===== src/rtl/sha256_compress.sv =====
`timescale 1ns/1ps
// sha256_compress
// Runs the SHA-256 compression function on one padded 512-bit block per
// accepted handshake, one round per clock, and chains H0..H7 across the
// blocks of a message. The digest is published only after the last block.
//
// Ports
//   clk         rising-edge clock
//   rst         asynchronous active-low reset
//   Data        message block, word i = Data[i*Nw +: Nw], word 0 is W[0]
//   Valid       block present (accepted only while idle)
//   First       with Valid: block starts a new message, chain from the IV
//   Last        with Valid: block ends the message, publish the digest
//   Busy        block accepted and in progress (65 cycles per block)
//   Hash        digest, H0 in [255:224] down to H7 in [31:0]
//   Hash_Valid  one-cycle pulse when Hash is updated
module sha256_compress #(
    parameter int Nw = 32,
    parameter int Nb = 512,
    parameter int Nh = 256,
    parameter int Nr = 64
) (
    input  logic          clk,
    input  logic          rst,
    input  logic [Nb-1:0] Data,
    input  logic          Valid,
    input  logic          First,
    input  logic          Last,
    output logic          Busy,
    output logic [Nh-1:0] Hash,
    output logic          Hash_Valid
);

    typedef enum logic [1:0] {
        ST_IDLE   = 2'd0,
        ST_ROUND  = 2'd1,
        ST_UPDATE = 2'd2
    } state_t;

    localparam logic [255:0] IV_C = 256'h6a09e667_bb67ae85_3c6ef372_a54ff53a_510e527f_9b05688c_1f83d9ab_5be0cd19;
    localparam logic [5:0]   LAST_ROUND_C = 6'(Nr - 1);

    // Round constant table, indexed by round number.
    function automatic logic [31:0] k_const(input logic [5:0] idx);
        logic [31:0] k;
        case (idx)
            6'd0:  k = 32'h428a2f98;  6'd1:  k = 32'h71374491;  6'd2:  k = 32'hb5c0fbcf;  6'd3:  k = 32'he9b5dba5;
            6'd4:  k = 32'h3956c25b;  6'd5:  k = 32'h59f111f1;  6'd6:  k = 32'h923f82a4;  6'd7:  k = 32'hab1c5ed5;
            6'd8:  k = 32'hd807aa98;  6'd9:  k = 32'h12835b01;  6'd10: k = 32'h243185be;  6'd11: k = 32'h550c7dc3;
            6'd12: k = 32'h72be5d74;  6'd13: k = 32'h80deb1fe;  6'd14: k = 32'h9bdc06a7;  6'd15: k = 32'hc19bf174;
            6'd16: k = 32'he49b69c1;  6'd17: k = 32'hefbe4786;  6'd18: k = 32'h0fc19dc6;  6'd19: k = 32'h240ca1cc;
            6'd20: k = 32'h2de92c6f;  6'd21: k = 32'h4a7484aa;  6'd22: k = 32'h5cb0a9dc;  6'd23: k = 32'h76f988da;
            6'd24: k = 32'h983e5152;  6'd25: k = 32'ha831c66d;  6'd26: k = 32'hb00327c8;  6'd27: k = 32'hbf597fc7;
            6'd28: k = 32'hc6e00bf3;  6'd29: k = 32'hd5a79147;  6'd30: k = 32'h06ca6351;  6'd31: k = 32'h14292967;
            6'd32: k = 32'h27b70a85;  6'd33: k = 32'h2e1b2138;  6'd34: k = 32'h4d2c6dfc;  6'd35: k = 32'h53380d13;
            6'd36: k = 32'h650a7354;  6'd37: k = 32'h766a0abb;  6'd38: k = 32'h81c2c92e;  6'd39: k = 32'h92722c85;
            6'd40: k = 32'ha2bfe8a1;  6'd41: k = 32'ha81a664b;  6'd42: k = 32'hc24b8b70;  6'd43: k = 32'hc76c51a3;
            6'd44: k = 32'hd192e819;  6'd45: k = 32'hd6990624;  6'd46: k = 32'hf40e3585;  6'd47: k = 32'h106aa070;
            6'd48: k = 32'h19a4c116;  6'd49: k = 32'h1e376c08;  6'd50: k = 32'h2748774c;  6'd51: k = 32'h34b0bcb5;
            6'd52: k = 32'h391c0cb3;  6'd53: k = 32'h4ed8aa4a;  6'd54: k = 32'h5b9cca4f;  6'd55: k = 32'h682e6ff3;
            6'd56: k = 32'h748f82ee;  6'd57: k = 32'h78a5636f;  6'd58: k = 32'h84c87814;  6'd59: k = 32'h8cc70208;
            6'd60: k = 32'h90befffa;  6'd61: k = 32'ha4506ceb;  6'd62: k = 32'hbef9a3f7;  6'd63: k = 32'hc67178f2;
            default: k = 32'h00000000;
        endcase
        return k;
    endfunction

    function automatic logic [31:0] big_sigma0(input logic [31:0] x);
        return {x[1:0], x[31:2]} ^ {x[12:0], x[31:13]} ^ {x[21:0], x[31:22]};
    endfunction

    function automatic logic [31:0] big_sigma1(input logic [31:0] x);
        return {x[5:0], x[31:6]} ^ {x[10:0], x[31:11]} ^ {x[24:0], x[31:25]};
    endfunction

    function automatic logic [31:0] small_sigma0(input logic [31:0] x);
        return {x[6:0], x[31:7]} ^ {x[17:0], x[31:18]} ^ {3'b000, x[31:3]};
    endfunction

    function automatic logic [31:0] small_sigma1(input logic [31:0] x);
        return {x[16:0], x[31:17]} ^ {x[18:0], x[31:19]} ^ {10'b0000000000, x[31:10]};
    endfunction

    function automatic logic [31:0] ch_fn(input logic [31:0] x, input logic [31:0] y, input logic [31:0] z);
        return (x & y) ^ (~x & z);
    endfunction

    function automatic logic [31:0] maj_fn(input logic [31:0] x, input logic [31:0] y, input logic [31:0] z);
        return (x & y) ^ (x & z) ^ (y & z);
    endfunction

    state_t      state_r;
    logic [5:0]  t_r;
    logic [31:0] a_r, b_r, c_r, d_r, e_r, f_r, g_r, h_r;
    logic [31:0] hs_r [8];
    logic [31:0] w_r [16];
    logic        last_r;
    logic        busy_r;
    logic [255:0] hash_r;
    logic        hash_valid_r;

    logic [31:0] t1_s;
    logic [31:0] t2_s;
    logic [31:0] w_new_s;
    logic [31:0] sum_s [8];
    logic [255:0] digest_s;

    // Round datapath: the window always presents W[t] in word 0, and the
    // word appended at the top is W[t+16] built from W[t+14], W[t+9], W[t+1], W[t].
    always_comb begin
        t1_s    = h_r + big_sigma1(e_r) + ch_fn(e_r, f_r, g_r) + k_const(t_r) + w_r[0];
        t2_s    = big_sigma0(a_r) + maj_fn(a_r, b_r, c_r);
        w_new_s = small_sigma1(w_r[14]) + w_r[9] + small_sigma0(w_r[1]) + w_r[0];
    end

    // Chaining sums for the end-of-block update and the published digest.
    always_comb begin
        sum_s[0] = hs_r[0] + a_r;
        sum_s[1] = hs_r[1] + b_r;
        sum_s[2] = hs_r[2] + c_r;
        sum_s[3] = hs_r[3] + d_r;
        sum_s[4] = hs_r[4] + e_r;
        sum_s[5] = hs_r[5] + f_r;
        sum_s[6] = hs_r[6] + g_r;
        sum_s[7] = hs_r[7] + h_r;
        digest_s = {sum_s[0], sum_s[1], sum_s[2], sum_s[3], sum_s[4], sum_s[5], sum_s[6], sum_s[7]};
    end

    // Control FSM together with working variables, schedule window and chaining state.
    always_ff @(posedge clk or negedge rst) begin
        if (!rst) begin
            state_r      <= ST_IDLE;
            t_r          <= 6'd0;
            a_r          <= 32'h0; b_r <= 32'h0; c_r <= 32'h0; d_r <= 32'h0;
            e_r          <= 32'h0; f_r <= 32'h0; g_r <= 32'h0; h_r <= 32'h0;
            for (int i = 0; i < 8; i++) hs_r[i] <= IV_C[(7 - i) * 32 +: 32];
            for (int i = 0; i < 16; i++) w_r[i] <= 32'h0;
            last_r       <= 1'b0;
            busy_r       <= 1'b0;
            hash_r       <= 256'h0;
            hash_valid_r <= 1'b0;
        end else begin
            hash_valid_r <= 1'b0;
            case (state_r)
                ST_IDLE: begin
                    if (Valid) begin
                        for (int i = 0; i < 16; i++) w_r[i] <= Data[i * Nw +: Nw];
                        last_r <= Last;
                        if (First) begin
                            for (int i = 0; i < 8; i++) hs_r[i] <= IV_C[(7 - i) * 32 +: 32];
                            a_r <= IV_C[255:224]; b_r <= IV_C[223:192];
                            c_r <= IV_C[191:160]; d_r <= IV_C[159:128];
                            e_r <= IV_C[127:96];  f_r <= IV_C[95:64];
                            g_r <= IV_C[63:32];   h_r <= IV_C[31:0];
                        end else begin
                            a_r <= hs_r[0]; b_r <= hs_r[1]; c_r <= hs_r[2]; d_r <= hs_r[3];
                            e_r <= hs_r[4]; f_r <= hs_r[5]; g_r <= hs_r[6]; h_r <= hs_r[7];
                        end
                        t_r     <= 6'd0;
                        busy_r  <= 1'b1;
                        state_r <= ST_ROUND;
                    end else begin
                        busy_r  <= 1'b0;
                        state_r <= ST_IDLE;
                    end
                end
                ST_ROUND: begin
                    h_r <= g_r;
                    g_r <= f_r;
                    f_r <= e_r;
                    e_r <= d_r + t1_s;
                    d_r <= c_r;
                    c_r <= b_r;
                    b_r <= a_r;
                    a_r <= t1_s + t2_s;
                    for (int i = 0; i < 15; i++) w_r[i] <= w_r[i + 1];
                    w_r[15] <= w_new_s;
                    t_r     <= t_r + 6'd1;
                    if (t_r == LAST_ROUND_C) begin
                        state_r <= ST_UPDATE;
                    end else begin
                        state_r <= ST_ROUND;
                    end
                end
                ST_UPDATE: begin
                    for (int i = 0; i < 8; i++) hs_r[i] <= sum_s[i];
                    // Intermediate blocks only advance the chain; Hash is
                    // touched solely at the end of a message.
                    if (last_r) begin
                        hash_r       <= digest_s;
                        hash_valid_r <= 1'b1;
                    end else begin
                        hash_r       <= hash_r;
                    end
                    t_r     <= 6'd0;
                    busy_r  <= 1'b0;
                    state_r <= ST_IDLE;
                end
                default: begin
                    t_r     <= 6'd0;
                    busy_r  <= 1'b0;
                    state_r <= ST_IDLE;
                end
            endcase
        end
    end

    assign Busy       = busy_r;
    assign Hash       = hash_r;
    assign Hash_Valid = hash_valid_r;

endmodule


===== config.mk =====
export PLATFORM = sky130hd
export DESIGN_NAME = sha256_compress
export DESIGN_NICKNAME = d
export VERILOG_FILES = /design/src/rtl/sha256_compress.sv
export SDC_FILE = /design/constraint.sdc
export NUM_CORES = 2
export LEC_CHECK = 0
export CORE_MARGIN = 2
export CORE_UTILIZATION = 40
export DETAILED_ROUTE_END_ITERATION = 10
export SETUP_SLACK_MARGIN = 0.4
export SYNTH_ARGS = -nofsm -noshare
export SYNTH_HDL_FRONTEND = slang
export SYNTH_SLANG_ARGS = --single-unit

===== constraint.sdc =====
create_clock -name clk -period 10.05 [get_ports clk]
set_input_delay 2.01 -clock clk [delete_from_list [all_inputs] [get_ports clk]]
set_output_delay 2.01 -clock clk [all_outputs]
set_load 0.01 [all_outputs]

==> metrics.csv <==
stage,metric,value,unit
outcome,outcome,"finished, final reports clean",
layout,cell area after layout,95500,µm²
grt,largest net degree at the start of global routing,217,
grt,M2 GR Usage,0.510,
cts,hold buffers post-CTS,0,
sta,Setup Skew,46.1,ps
route,Pre-antenna DRT Iters,7,
cts,Clock Latency Late Sink,850,ps
sta,Slew Limit Fails,0,
route,vias per cell,5.71,
cts,Sink Count,1291,
die,Die Height,453,µm
grt,grt total ovfl,0,
sta,endpoints failing setup,0,
die,Initial Util,0.403,
synth,Yosys cell types,97,
critical_path,Crit Path Class,register to register,
hold_path,Hold Crit Start,Hash[128],
grt,"Most Used Layer, Global Route",met2,
critical_path,Setup crit start,t_r[0],
sta,Worst-Margin Slew,1280,ps
synth,synth cell count leaders,"nand2_1, dfrtp_1, nor2_1",
layout,Final #Nets,11000,
cts,Root Buffer,clkbuf_16,
placement,RD Place Congestion,0.964,
placement,dpl hpwl,251000,µm
route,Routed wire per std cell,26.4,µm
synth,"Cell Area, Synth",80500,µm²
synth,register area share after synthesis,0.403,
die,io pins,775,
route,DRC,0,
sta,Max Clock Freq,116,MHz
critical_path,reg2reg start,t_r[0],
die,core area,200000,µm²
cts,CTS Buf Count,154,
sta,setup_tns,0,ps
critical_path,CP Max Fanout,10,
route,detailed-route via count,72200,
synth,"Net Count, Synth",10600,
sta,"Hold Violations, Final",0,
sta,slew margin rel.,0.147,
cts,clk slew on worst S/H paths,70,ps
grt,met3 GRT Util,0.0648,
critical_path,startpoint types,register,
critical_path,crit path DAT,9300,ps
sta,crit share post-route,0.861,
critical_path,data required time of the worst path,10700,ps
synth,Syn Area/Cell,8.51,µm²
layout,layout cell share with drive strength beyond 1,0.0600,
cts,Post-CTS Setup Inserts,0,
placement,PortBufs,774,
grt,total track usage,0.319,
die,die area,205000,µm²
run,Max Cap Viol,0,
layout,area grow syn2layout,18.6,%
synth,leading area contributor after synthesis,dfrtp_1,
grt,grt met1 use,0.413,
synth,most frequent cell after synthesis,nand2_1,
cts,H-tree levels,4,
cts,CTS tree,done,
cts,post_cts resized,0,
synth,ys flop type,dfrtp_1,
synth,number of synthesized flops with an enable pin,0,
critical_path,CP max-delay cell,fa_1,
route,Total Wirelength,335000,µm
synth,post-synthesis cell count,9466,
synth,top post-synthesis cells by area,"dfrtp_1, nand2_1, ha_1",
synth,Syn. warnings,0,
grt,first-pass GRT wire length,484000,µm
grt,initial antenna violation count,39,
synth,top cell type's share of synthesized area,0.359,
route,1st-iter DRT viols,7267,
hold_path,Hold Path Class,register to register,
die,FP Rows,164,
sta,RSZ-0062 raised after global routing,false,
critical_path,Crit. End Element,register,
critical_path,Worst path max stage delay,620,ps
cts,clk buf depth,3,
sta,fin crit period,8650,ps
synth,Post-synth ARST share,1.00,
synth,Seq cells post-synth,1291,
route,remaining antenna violation count after routing,0,
die,Die Wd,453,µm
placement,"Cell Area, Placed",90200,µm²
grt,vias in the first global route,70600,
critical_path,Critical Path Most Common Cell,a21oi_1,
path summary, 6_finish.rpt:
path / end / slack [ps] / cells past startpoint
max in group asynchronous: Hash[75] / 6700 / 3
worst min register to register: Hash[128] / 470 / 2
min in group asynchronous: w_r[342] / 1160 / 1
worst max-delay path: a_r[29] / 1400 / 33
worst min-delay path: Hash[128] / 470 / 2
worst max register to register: a_r[29] / 1400 / 33
through the flow:
step / worst slack [ps] / hold slack [ps] / cells / utilization
after floorplan: 2250 / 446 / 9466 / -
after global placement: 1320 / 464 / 12400 / 0.452
after detailed placement: 1450 / 467 / 12400 / 0.452
after CTS: 1400 / 481 / 12600 / 0.478
after global routing: 845 / 501 / 12600 / 0.478
final: 1400 / 473 / 12700 / 0.478
cell usage in the layout, fill, tap and decap left out, drive strengths merged, types with 153 or more instances in the layout:
cell type | synthesis | final
nand2 | 1657 | 1657
xor2 | 260 | 260
xnor2 | 327 | 327
dfrtp | 1155 | 1155
o22ai | 153 | 153
inv | 488 | 491
a21oi | 613 | 613
clkdlybuf4s50 | 0 | 773
a21o | 214 | 214
ha | 399 | 399
clkbuf | 584 | 220
a31oi | 539 | 539
nor2 | 1027 | 1027
o21ai | 693 | 693
fa | 195 | 195
worst max-delay path, delay by kind of cell (launching register included):
| family | cells | cell delay (ps) |
|---|---|---|
| xor+xnor | 2 | 300 |
| mux | 1 | 560 |
| flops | 1 | 460 |
| buf+inv | 3 | 440 |
| fa+ha+maj | 5 | 2210 |
| simple gates | 4 | 850 |
| compound gates | 18 | 3630 |
area by class of cell:
cell class                      instances  area, µm²
Clock inverter                         59        664
Antenna cell                           11       27.5
Sequential cell                      1291      32500
Inverter                              489       1840
Fill cell                           19400     104000
Clock buffer                          220       4560
Timing Repair Buffer                  870       8650
Multi-Input combinational cell       7056      44000
Tap cell                             2656       3320
cell families after synthesis:
family | Yosys count | share of synthesized area
and+or+nand+nor | 3177 | 0.162
AOI/OAI and AO/OA | 2651 | 0.201
DFF | 1291 | 0.403
buffers and inverters | 1119 | 0.0522
adders and majority gates | 597 | 0.111
xor gates and xnor gates | 587 | 0.0638
muxes | 44 | 0.00670
state kept, by name, summed over array words and instances, names as in the netlist:
| register | count |
|---|---|
| state_r | 2 |
| Hash | 256 |
| e_r | 32 |
| t_r | 6 |
| last_r | 1 |
| d_r | 32 |
| Busy | 1 |
| f_r | 32 |
| Hash_Valid | 1 |
| a_r | 32 |
| b_r | 32 |
| w_r | 512 |
| g_r | 32 |
| h_r | 32 |
| c_r | 32 |
| hs_r | 256 |
metal layers:
layer,wire (µm),vias up
li1,-,33100
met1,136000,35500
met2,155000,2862
met3,25000,631
met4,18400,56
met5,390,-
Power is not shown: default switching activity piles up to over one toggle a cycle in this logic, so the estimate is an artifact.
